### src/rtl/ep_out_txn_ctrl_pkg.sv
// Shared constants for the endpoint OUT/SETUP transaction controller:
// PID codes, packet field positions and the controller state encoding.
package ep_pkg;

  localparam logic [7:0] PID_SETUP = 8'h2D;
  localparam logic [7:0] PID_OUT   = 8'hE1;
  localparam logic [7:0] PID_DATA0 = 8'hC3;
  localparam logic [7:0] PID_DATA1 = 8'h4B;
  localparam logic [7:0] PID_ACK   = 8'hD2;
  localparam logic [7:0] PID_NAK   = 8'h5A;
  localparam logic [7:0] PID_STALL = 8'h1E;

  // Bit 88 of the incoming packet is reserved; only [87:0] is ever stored.
  localparam int PKT_W      = 89;
  localparam int PKT_RSVD   = 88;
  localparam int PKT_PID_HI = 87;
  localparam int PKT_PID_LO = 80;
  localparam int PKT_PAY_HI = 79;
  localparam int PKT_PAY_LO = 16;
  localparam int PKT_CRC_HI = 15;
  localparam int PKT_CRC_LO = 0;

  typedef enum logic [1:0] {
    ST_IDLE      = 2'd0,
    ST_WAIT_DATA = 2'd1,
    ST_CHECK     = 2'd2,
    ST_HANDSHAKE = 2'd3
  } ep_state_e;

  function automatic logic pid_is_data(input logic [7:0] pid);
    return (pid == PID_DATA0) || (pid == PID_DATA1);
  endfunction

endpackage

### src/rtl/ep_out_txn_ctrl_if.sv
// Signal bundle between the deserializer/buffer/transmitter side (master)
// and the transaction controller (slave).
interface ep_out_txn_if;
  import ep_pkg::*;

  logic             token_valid;
  logic [7:0]       token_pid;
  logic             pkt_valid;
  logic [PKT_W-1:0] packet;
  logic             ep_stall;
  logic             buf_ready;
  logic             buf_wr;
  logic [63:0]      buf_data;
  logic             setup_valid;
  logic [63:0]      setup_data;
  // hs_valid/hs_pid stay stable until the cycle hs_ready is high; the
  // handshake transfers in that cycle. token/pkt/buf/setup are plain strobes.
  logic             hs_valid;
  logic [7:0]       hs_pid;
  logic             hs_ready;
  logic             data_error;
  logic             timeout_err;
  logic             toggle;
  logic             busy;
  ep_state_e        state;

  modport master (
    output token_valid, token_pid, pkt_valid, packet, ep_stall, buf_ready, hs_ready,
    input  buf_wr, buf_data, setup_valid, setup_data, hs_valid, hs_pid,
           data_error, timeout_err, toggle, busy, state
  );

  modport slave (
    input  token_valid, token_pid, pkt_valid, packet, ep_stall, buf_ready, hs_ready,
    output buf_wr, buf_data, setup_valid, setup_data, hs_valid, hs_pid,
           data_error, timeout_err, toggle, busy, state
  );

endinterface

### src/rtl/ep_out_txn_ctrl_crc16.sv
// Combinational CRC16 (x^16 + x^15 + x^2 + 1) over 64 data bits,
// Data[63] shifted in first.
module CRC16_D64 (
  input  logic [63:0] Data,
  input  logic [15:0] crc,
  output logic [15:0] nextCRC16_D64
);

  logic [15:0] c;

  always_comb begin
    c = crc;
    for (int i = 63; i >= 0; i--) begin
      if (c[15] ^ Data[i]) c = {c[14:0], 1'b0} ^ 16'h8005;
      else                 c = {c[14:0], 1'b0};
    end
    nextCRC16_D64 = c;
  end

endmodule

### src/rtl/ep_out_txn_ctrl.sv
// Receive-side transaction sequencer for one endpoint: token, data packet,
// CRC/toggle check, buffer or SETUP write, then ACK/NAK/STALL handshake.
module ep_out_txn_ctrl
  import ep_pkg::*;
#(
  parameter int          TIMEOUT  = 32,
  parameter logic [15:0] CRC_INIT = 16'h0000
) (
  input logic         clk,
  input logic         reset,
  ep_out_txn_if.slave bus
);

  localparam int CW = (TIMEOUT > 1) ? $clog2(TIMEOUT) : 1;

  ep_state_e   state_q, state_d;
  logic        is_setup_q, is_setup_d;
  logic [CW-1:0] cnt_q, cnt_d;
  logic [87:0] pkt_q, pkt_d;
  logic        toggle_q, toggle_d;
  logic        hs_valid_q, hs_valid_d;
  logic [7:0]  hs_pid_q, hs_pid_d;
  logic        buf_wr_q, buf_wr_d;
  logic [63:0] buf_data_q, buf_data_d;
  logic        setup_valid_q, setup_valid_d;
  logic [63:0] setup_data_q, setup_data_d;
  logic        data_error_q, data_error_d;
  logic        timeout_err_q, timeout_err_d;

  logic [7:0]  rx_pid;
  logic [63:0] rx_payload;
  logic [15:0] rx_crc;
  logic [15:0] calc_crc;
  logic        rx_toggle;
  logic        unused_rsvd;

  assign rx_pid      = pkt_q[PKT_PID_HI:PKT_PID_LO];
  assign rx_payload  = pkt_q[PKT_PAY_HI:PKT_PAY_LO];
  assign rx_crc      = pkt_q[PKT_CRC_HI:PKT_CRC_LO];
  assign rx_toggle   = (rx_pid == PID_DATA1);
  assign unused_rsvd = bus.packet[PKT_RSVD];

  CRC16_D64 u_crc (
    .Data          (rx_payload),
    .crc           (CRC_INIT),
    .nextCRC16_D64 (calc_crc)
  );

  always_ff @(posedge clk) begin
    if (reset) begin
      state_q       <= ST_IDLE;
      is_setup_q    <= 1'b0;
      cnt_q         <= '0;
      pkt_q         <= '0;
      toggle_q      <= 1'b0;
      hs_valid_q    <= 1'b0;
      hs_pid_q      <= 8'h00;
      buf_wr_q      <= 1'b0;
      buf_data_q    <= 64'h0;
      setup_valid_q <= 1'b0;
      setup_data_q  <= 64'h0;
      data_error_q  <= 1'b0;
      timeout_err_q <= 1'b0;
    end else begin
      state_q       <= state_d;
      is_setup_q    <= is_setup_d;
      cnt_q         <= cnt_d;
      pkt_q         <= pkt_d;
      toggle_q      <= toggle_d;
      hs_valid_q    <= hs_valid_d;
      hs_pid_q      <= hs_pid_d;
      buf_wr_q      <= buf_wr_d;
      buf_data_q    <= buf_data_d;
      setup_valid_q <= setup_valid_d;
      setup_data_q  <= setup_data_d;
      data_error_q  <= data_error_d;
      timeout_err_q <= timeout_err_d;
    end
  end

  always_comb begin
    state_d       = state_q;
    is_setup_d    = is_setup_q;
    cnt_d         = cnt_q;
    pkt_d         = pkt_q;
    toggle_d      = toggle_q;
    hs_valid_d    = 1'b0;
    hs_pid_d      = hs_pid_q;
    buf_wr_d      = 1'b0;
    buf_data_d    = buf_data_q;
    setup_valid_d = 1'b0;
    setup_data_d  = setup_data_q;
    data_error_d  = 1'b0;
    timeout_err_d = 1'b0;

    unique case (state_q)
      ST_IDLE: begin
        if (bus.token_valid &&
            (bus.token_pid == PID_SETUP || bus.token_pid == PID_OUT)) begin
          is_setup_d = (bus.token_pid == PID_SETUP);
          cnt_d      = '0;
          state_d    = ST_WAIT_DATA;
          if (bus.token_pid == PID_SETUP) toggle_d = 1'b0;
        end
      end

      ST_WAIT_DATA: begin
        cnt_d = cnt_q + 1'b1;
        // A packet arriving on the last allowed cycle still counts.
        if (bus.pkt_valid) begin
          pkt_d   = bus.packet[87:0];
          state_d = ST_CHECK;
        end else if (cnt_q == CW'(TIMEOUT - 1)) begin
          timeout_err_d = 1'b1;
          state_d       = ST_IDLE;
        end
      end

      ST_CHECK: begin
        if (!pid_is_data(rx_pid) || (calc_crc != rx_crc)) begin
          data_error_d = 1'b1;
          state_d      = ST_IDLE;
        end else begin
          hs_valid_d = 1'b1;
          state_d    = ST_HANDSHAKE;
          if (!is_setup_q && bus.ep_stall) begin
            hs_pid_d = PID_STALL;
          end else if (rx_toggle != toggle_q) begin
            // Retransmission of a packet already taken: ack it, drop the data.
            hs_pid_d = PID_ACK;
          end else if (is_setup_q) begin
            setup_data_d  = rx_payload;
            setup_valid_d = 1'b1;
            toggle_d      = 1'b1;
            hs_pid_d      = PID_ACK;
          end else if (!bus.buf_ready) begin
            hs_pid_d = PID_NAK;
          end else begin
            buf_data_d = rx_payload;
            buf_wr_d   = 1'b1;
            toggle_d   = ~toggle_q;
            hs_pid_d   = PID_ACK;
          end
        end
      end

      ST_HANDSHAKE: begin
        hs_valid_d = ~bus.hs_ready;
        if (bus.hs_ready) state_d = ST_IDLE;
      end

      default: state_d = ST_IDLE;
    endcase
  end

  assign bus.buf_wr      = buf_wr_q;
  assign bus.buf_data    = buf_data_q;
  assign bus.setup_valid = setup_valid_q;
  assign bus.setup_data  = setup_data_q;
  assign bus.hs_valid    = hs_valid_q;
  assign bus.hs_pid      = hs_pid_q;
  assign bus.data_error  = data_error_q;
  assign bus.timeout_err = timeout_err_q;
  assign bus.toggle      = toggle_q;
  assign bus.busy        = (state_q != ST_IDLE);
  assign bus.state       = state_q;

endmodule

### src/flat_wrapper.sv
// flat-port wrapper written by rule: the top's interface ports become plain ports
module ep_out_txn_ctrl_flat import ep_pkg::*;
#(
  parameter int          TIMEOUT  = 32,
  parameter logic [15:0] CRC_INIT = 16'h0000
)
  (clk, reset, bus_token_valid, bus_token_pid, bus_pkt_valid, bus_packet, bus_ep_stall, bus_buf_ready, bus_hs_ready, bus_buf_wr, bus_buf_data, bus_setup_valid, bus_setup_data, bus_hs_valid, bus_hs_pid, bus_data_error, bus_timeout_err, bus_toggle, bus_busy, bus_state);
  ep_out_txn_if bus_i ();
  input logic clk;
  input logic reset;
  input wire logic [$bits(bus_i.token_valid)-1:0] bus_token_valid;
  input wire logic [$bits(bus_i.token_pid)-1:0] bus_token_pid;
  input wire logic [$bits(bus_i.pkt_valid)-1:0] bus_pkt_valid;
  input wire logic [$bits(bus_i.packet)-1:0] bus_packet;
  input wire logic [$bits(bus_i.ep_stall)-1:0] bus_ep_stall;
  input wire logic [$bits(bus_i.buf_ready)-1:0] bus_buf_ready;
  input wire logic [$bits(bus_i.hs_ready)-1:0] bus_hs_ready;
  output wire logic [$bits(bus_i.buf_wr)-1:0] bus_buf_wr;
  output wire logic [$bits(bus_i.buf_data)-1:0] bus_buf_data;
  output wire logic [$bits(bus_i.setup_valid)-1:0] bus_setup_valid;
  output wire logic [$bits(bus_i.setup_data)-1:0] bus_setup_data;
  output wire logic [$bits(bus_i.hs_valid)-1:0] bus_hs_valid;
  output wire logic [$bits(bus_i.hs_pid)-1:0] bus_hs_pid;
  output wire logic [$bits(bus_i.data_error)-1:0] bus_data_error;
  output wire logic [$bits(bus_i.timeout_err)-1:0] bus_timeout_err;
  output wire logic [$bits(bus_i.toggle)-1:0] bus_toggle;
  output wire logic [$bits(bus_i.busy)-1:0] bus_busy;
  output wire logic [$bits(bus_i.state)-1:0] bus_state;
  assign bus_i.token_valid = bus_token_valid;
  assign bus_i.token_pid = bus_token_pid;
  assign bus_i.pkt_valid = bus_pkt_valid;
  assign bus_i.packet = bus_packet;
  assign bus_i.ep_stall = bus_ep_stall;
  assign bus_i.buf_ready = bus_buf_ready;
  assign bus_i.hs_ready = bus_hs_ready;
  assign bus_buf_wr = bus_i.buf_wr;
  assign bus_buf_data = bus_i.buf_data;
  assign bus_setup_valid = bus_i.setup_valid;
  assign bus_setup_data = bus_i.setup_data;
  assign bus_hs_valid = bus_i.hs_valid;
  assign bus_hs_pid = bus_i.hs_pid;
  assign bus_data_error = bus_i.data_error;
  assign bus_timeout_err = bus_i.timeout_err;
  assign bus_toggle = bus_i.toggle;
  assign bus_busy = bus_i.busy;
  assign bus_state = bus_i.state;
  ep_out_txn_ctrl #(.TIMEOUT(TIMEOUT), .CRC_INIT(CRC_INIT)) u_core (.clk(clk), .reset(reset), .bus(bus_i));
endmodule
### config.mk
export PLATFORM = sky130hd
export DESIGN_NAME = ep_out_txn_ctrl_flat
export DESIGN_NICKNAME = d
export VERILOG_FILES = /design/src/rtl/ep_out_txn_ctrl_pkg.sv /design/src/rtl/ep_out_txn_ctrl_if.sv /design/src/rtl/ep_out_txn_ctrl_crc16.sv /design/src/rtl/ep_out_txn_ctrl.sv /design/src/flat_wrapper.sv
export SDC_FILE = /design/constraint.sdc
export NUM_CORES = 1
export LEC_CHECK = 0
export ABC_CLOCK_PERIOD_IN_PS = 4700
export CORE_MARGIN = 2
export CORE_UTILIZATION = 30
export CTS_CLUSTER_SIZE = 25
export DETAILED_ROUTE_END_ITERATION = 16
export SYNTH_ARGS = -nofsm -noshare
export SYNTH_HDL_FRONTEND = slang
export SYNTH_SLANG_ARGS = --single-unit
export TNS_END_PERCENT = 10
### constraint.sdc
create_clock -name clk -period 4.7 [get_ports clk]
set_clock_uncertainty 0.1 [all_clocks]
set_input_delay 1.41 -clock clk [delete_from_list [all_inputs] [get_ports clk]]
set_output_delay 1.41 -clock clk [all_outputs]
set_load 0.05 [all_outputs]
Word level (Yosys, flattened, before mapping)

Cells that the tools add are included.

Register bits: 238
Input bits: 104

$add $sub $neg: 1
Equality and inequality tests: 18
Muxes and demuxes: 90
Bitwise operators: 134
Reductions and logical operators: 23

Operators by type and width:

| cell                | number |
|---|---|
| $mux 16             | 64 |
| $not 3->3           | 63 |
| $xor 1x1->1         | 63 |
| $mux 8              | 4 |
| $eq 8x8->1 const B  | 2 |
| $ne 16x16->1        | 1 |
| $mux 1              | 12 |
| $mux 2              | 5 |
| $pmux 5 s2          | 1 |
| $eq 8x6->1 const B  | 1 |
| $eq 8x7->1 const B  | 1 |
| $ne 2x2->1 const B  | 4 |
| $not 1->1           | 8 |
| $pmux 2 s4          | 1 |
| $reduce_and 2->1    | 4 |
| $reduce_and 7->1    | 1 |
| $ne 3x2->1 const B  | 2 |
| $reduce_and 6->1    | 1 |
| $reduce_bool 2->1   | 3 |
| $reduce_or 6->1     | 1 |
| $add 5x1->5 const B | 1 |
| $eq 5x5->1 const B  | 1 |
| $mux 5              | 1 |
| $reduce_and 5->1    | 1 |
| other kinds (13)    | 20 |

Longest topological paths before layout

Depth in word-level cells: 131
Depth in mapped cells: 13

Modules after synthesis

A second synthesis with hierarchy kept.

Cell total of the unflattened synthesis: 1260
Area, all modules: 10842.9 um2

By module, submodules not included:

| module          | instances | cells an instance | area each (um2) | seq. area each (um2) |
|---|---|---|---|---|
| ep_out_txn_ctrl | 1         | 1113              | 9128.8          | 4704.5 |
| CRC16_D64       | 1         | 147               | 1714.1          | 0.0 |

Worst setup path before layout

OpenSTA, ideal clock, no wires.

Path kind: reg-to-reg
Start: reg u_core.pkt_q[78]
End: reg u_core.buf_data_q[0], in the netlist u_core.bus.buf_data[0]
Setup time: 128 ps
Data arrival time: 3396 ps
Required time: 4472 ps
Slack: 1076 ps
Cell stages (with the launch flop): 13
Path buffers: 2
Clock period less this slack: 3624 ps
Cell sequence: dfxtp_1 -> xnor3_2 -> xnor2_2 -> xnor3_1 -> xnor2_1 -> xnor3_1 -> xnor3_2 -> mux2_4 -> o2111ai_2 -> buf_6 -> buf_8 -> mux2i_1 -> nor2_1

Word-level cells in the longest chain between the ends: 130

RTL lines:

| item                         | line                        | text |
|---|---|---|
| start: declaration           | ep_out_txn_ctrl.sv:19       | `logic [87:0] pkt_q, pkt_d;` |
| start signal: assignment     | ep_out_txn_ctrl.sv:68       | `pkt_q <= pkt_d;` |
| $xor 1x1->1 *                | ep_out_txn_ctrl_crc16.sv:14 | `if (c[15] ^ Data[i]) c = {c[14:0], 1'b0} ^ 16'h8005;` |
| $mux 16 *                    | ep_out_txn_ctrl_crc16.sv:14 |  |
| $xor 1x1->1                  | ep_out_txn_ctrl_crc16.sv:14 |  |
| $mux 16 *                    | ep_out_txn_ctrl_crc16.sv:14 |  |
| $xor 1x1->1                  | ep_out_txn_ctrl_crc16.sv:14 |  |
| $mux 16 *                    | ep_out_txn_ctrl_crc16.sv:14 |  |
| $xor 1x1->1                  | ep_out_txn_ctrl_crc16.sv:14 |  |
| $mux 16 *                    | ep_out_txn_ctrl_crc16.sv:14 |  |
| (+114 left out)              | --                          |  |
| $xor 1x1->1                  | ep_out_txn_ctrl_crc16.sv:14 |  |
| $mux 16 *                    | ep_out_txn_ctrl_crc16.sv:14 |  |
| $xor 1x1->1                  | ep_out_txn_ctrl_crc16.sv:14 |  |
| $mux 16 *                    | ep_out_txn_ctrl_crc16.sv:14 |  |
| $ne 16x16->1 *               | ep_out_txn_ctrl.sv:120      | `if (!pid_is_data(rx_pid) \|\| (calc_crc != rx_crc)) begin` |
| $logic_or 1x1->1 *           | ep_out_txn_ctrl.sv:120      |  |
| $not 1->1 (no line) *        | --                          |  |
| $reduce_and 6->1 (no line) * | --                          |  |
| end signal: assignment       | ep_out_txn_ctrl.sv:73       | `buf_data_q <= buf_data_d;` |
| end: declaration             | ep_out_txn_ctrl.sv:24       | `logic [63:0] buf_data_q, buf_data_d;` |

Every way passes the cells marked *; elsewhere a longest branch is shown, timed or not.
A chain may end at the register's enable or synchronous reset.

Final worst setup path

Start: reg u_core.pkt_q[61]
End: reg u_core.buf_data_q[19], in the netlist u_core.bus.buf_data[19]

Word-level cells in the longest chain between the ends: 96

RTL lines:

| item                         | line |
|---|---|
| $xor 1x1->1 *                | ep_out_txn_ctrl_crc16.sv:14 |
| $mux 16 *                    | ep_out_txn_ctrl_crc16.sv:14 |
| $xor 1x1->1                  | ep_out_txn_ctrl_crc16.sv:14 |
| $mux 16 *                    | ep_out_txn_ctrl_crc16.sv:14 |
| $xor 1x1->1                  | ep_out_txn_ctrl_crc16.sv:14 |
| $mux 16 *                    | ep_out_txn_ctrl_crc16.sv:14 |
| $xor 1x1->1                  | ep_out_txn_ctrl_crc16.sv:14 |
| $mux 16 *                    | ep_out_txn_ctrl_crc16.sv:14 |
| (+80 left out)               | -- |
| $xor 1x1->1                  | ep_out_txn_ctrl_crc16.sv:14 |
| $mux 16 *                    | ep_out_txn_ctrl_crc16.sv:14 |
| $xor 1x1->1                  | ep_out_txn_ctrl_crc16.sv:14 |
| $mux 16 *                    | ep_out_txn_ctrl_crc16.sv:14 |
| $ne 16x16->1 *               | ep_out_txn_ctrl.sv:120 |
| $logic_or 1x1->1 *           | ep_out_txn_ctrl.sv:120 |
| $not 1->1 (no line) *        | -- |
| $reduce_and 6->1 (no line) * | -- |

Marked as above.

==> results.yml <==
power:
  power_density_nw_per_um2: 303
  finalPower_mw: 4.30
  ir_drop_mv: 0.231
  leakage_nw: 6.12
placed_design:
  place_worst_setup_slack_ns: 0.379
  dp_cells: 1726
  dp_hpwl_um: 22100
  gp_congestion: 0.879
  port_buffers: 245
route:
  wire_per_inst_um: 17.4
  ant_nets: 0
  drc: 0
  dr.pass1.iters: 6
  num_vias: 8003
  drt_iter0_drc: 406
  via_per_inst: 4.51
  routed_wl_um: 30900
synth:
  ys_seq_elements: 235
  synthesis.area_sq_um: 10400
  synth_ff_type: "dfxtp_1"
  synth_area_per_cell_sq_um: 9.70
  synth_cell_type_count: 54
  synth_edf_count: 0
  async_flop_share: 0
  synth_cells: 1072
  yosys_warnings: 0
  yosysSeqAreaShare: 0.452
setup_path:
  cpPeakStageDelay_ns: 0.60
  worstPathRequired_ns: 4.99
  crit_cells: 11
  critical_path.top_delay_family: "XOR/XNOR gates"
  critical_path_buf_inv_count: 1
  worst-path-max-fanout: 29
  worst_ep_arrival_time_ns: 4.58
  r2r_cells: 11
  end_kind: "flip-flop"
  crit_type: "flip-flop to flip-flop"
  crit_path_start_kind: "flip-flop"
  path_cells: "xor2_1 > xnor3_1 > xnor2_2 > xnor2_1 > xnor2_2 > xnor3_2 > mux2_4 > o2111ai_4 > buf_12 > mux2i_1 > nor2_1"
  crit_path_top_delay_cell: "xnor3_1"
  crit_top_cell: "xnor2_2"
sta:
  fin_ws_ns: 0.408
  setup_viol: 0
  tightest_slew_ns: 1.12
  rsz0062_at_grt: "false"
  fin_tns_setup_ns: 0
  slew_headroom: 0.252
  period_minus_slack_ns: 4.29
  finalCritPeriodShare: 0.913
  finalMaxSlewViolations: 0
  maxClockFrequency_ghz: 0.233
  hold_violations: 0
grt:
  antenna_found_initial: 0
  grt_usage: 0.167
  grt_pass1_wl_um: 46600
  grt-ovfl-total: 0
  grt_max_degree: 126
  grt_pass1_vias: 7809
floorplan:
  die_h_um: 190
  initial_utilization: 0.303
  core_sq_um: 34400
  dieWidth_um: 190
  num_rows: 68
  io_pins: 249
  design.die.area_sq_um: 36200
run:
  maxCapViolCount: 0
clocking:
  clk_latency_ns: 0.54
  clock_sinks: 235
  post_cts_buffers: 0
  cts_hold_buffers: 0
  cts_max_level: 1
  cts_buffers: 27
  clock_tree.root_cell: "clkbuf_16"
  cts_tree: "done"
  cts_resized: 0
  path_clk_slew_ns: 0.06
  cts_buffer_depth: 3
finish:
  drive_above_1_share: 0.0682
  nets: 1406
  postLayoutCoreUtil: 0.413
  instances_no_fill: 1775
  num_antenna_cells: 0
  final_common_cell: "clkdlybuf4s50_1"
  nFillCells: 3363
  area_delta_synth_final_pct: 36.4
  final_cell_mix: "clkdlybuf4s50_1, dfxtp_1, nand2_1"
hold_path:
  hold_path_depth: 2
  hold_class: "flip-flop to flip-flop"
outcome:
  status: "finished, final reports clean"
[path summary, 6_finish.rpt]
kind                         start                 endpoint  slack, ns
setup / recovery  u_core.pkt_q[61]  u_core.bus.buf_data[19]       0.41
hold / removal    u_core.pkt_q[86]         u_core.pkt_q[86]       0.36
setup reg to reg  u_core.pkt_q[61]  u_core.bus.buf_data[19]       0.41
hold reg to reg   u_core.pkt_q[86]         u_core.pkt_q[86]       0.36
[state kept, by name (all words and copies together), names as in the netlist]
signal                  cells
u_core.pkt_q               88
u_core.bus.hs_pid           5
u_core.bus.data_error       1
u_core.bus.timeout_err      1
u_core.bus.buf_wr           1
u_core.bus.state            2
u_core.bus.toggle           1
u_core.bus.hs_valid         1
u_core.bus.setup_valid      1
u_core.is_setup_q           1
u_core.cnt_q                5
u_core.bus.buf_data        64
u_core.bus.setup_data      64
[cells in the mapped netlist (5+ instances only)]
cell type,count,area (sq um)
clkbuf_1,48,180
buf_12,5,100
nor2_1,152,571
a21oi_1,93,465
and3_1,6,37.5
mux2i_1,133,1330
xnor2_1,67,587
a22oi_1,5,37.5
buf_6,7,78.8
nor3_1,6,30.0
buf_4,7,52.6
dfxtp_1,235,4700
nand2_1,186,698
xor2_1,22,193
xnor3_1,28,631
[power by group]
part / internal, mW / switching, mW
Sequential: 1.99 / 0.00192
Clock: 1.27 / 0.848
Combinational: 0.101 / 0.0766
Total: 3.37 / 0.926
[cell families after synthesis]
| logic type | after synthesis | synth area share |
|---|---|---|
| AO/OA/AOI/OAI | 118 | 0.0630 |
| XOR/XNOR | 130 | 0.161 |
| adder cells (fa/ha/maj) | 2 | 0.00241 |
| buffers and inverters | 77 | 0.0446 |
| flip-flops | 235 | 0.452 |
| multiplexers | 137 | 0.133 |
| other | 1 | 0.000361 |
| AND/OR/NAND/NOR | 372 | 0.143 |
[stage by stage]
stage | hold slack [ns] | cell area, sq um
2_1_floorplan | 0.332 | 10400
3_3_place_gp | 0.341 | 13300
3_5_place_dp | 0.351 | 13300
4_1_cts | 0.359 | 14200
5_1_grt | 0.378 | 14200
6_report | 0.356 | 14200
[metal layers]
layer | global-route usage | share of wire | vias to the layer above
met5 | 0 | 0 | -
met2 | 0.284 | 0.48 | 185
met1 | 0.216 | 0.45 | 3790
li1 | - | - | 3991
met4 | 0.0361 | 0.019 | 0
met3 | 0.0367 | 0.057 | 37
[worst min-delay path, cell delays in order, from the launching register on]
cell	delay [ns]
dfxtp_1	0.31
nand2_1	0.05
a21oi_1	0.05
[area by class of cell]
class	instances	area [sq um]	area share
multi-input cells	761	5270	0.371
well taps	455	569	0.0401
flip-flops and latches	235	4700	0.332
inverters	4	15.0	0.00106
clock buffers	39	791	0.0558
repair buffers	271	2720	0.192
clock inverters	10	110	0.00776
No activity file was read; power rests on OpenSTA's default activity.
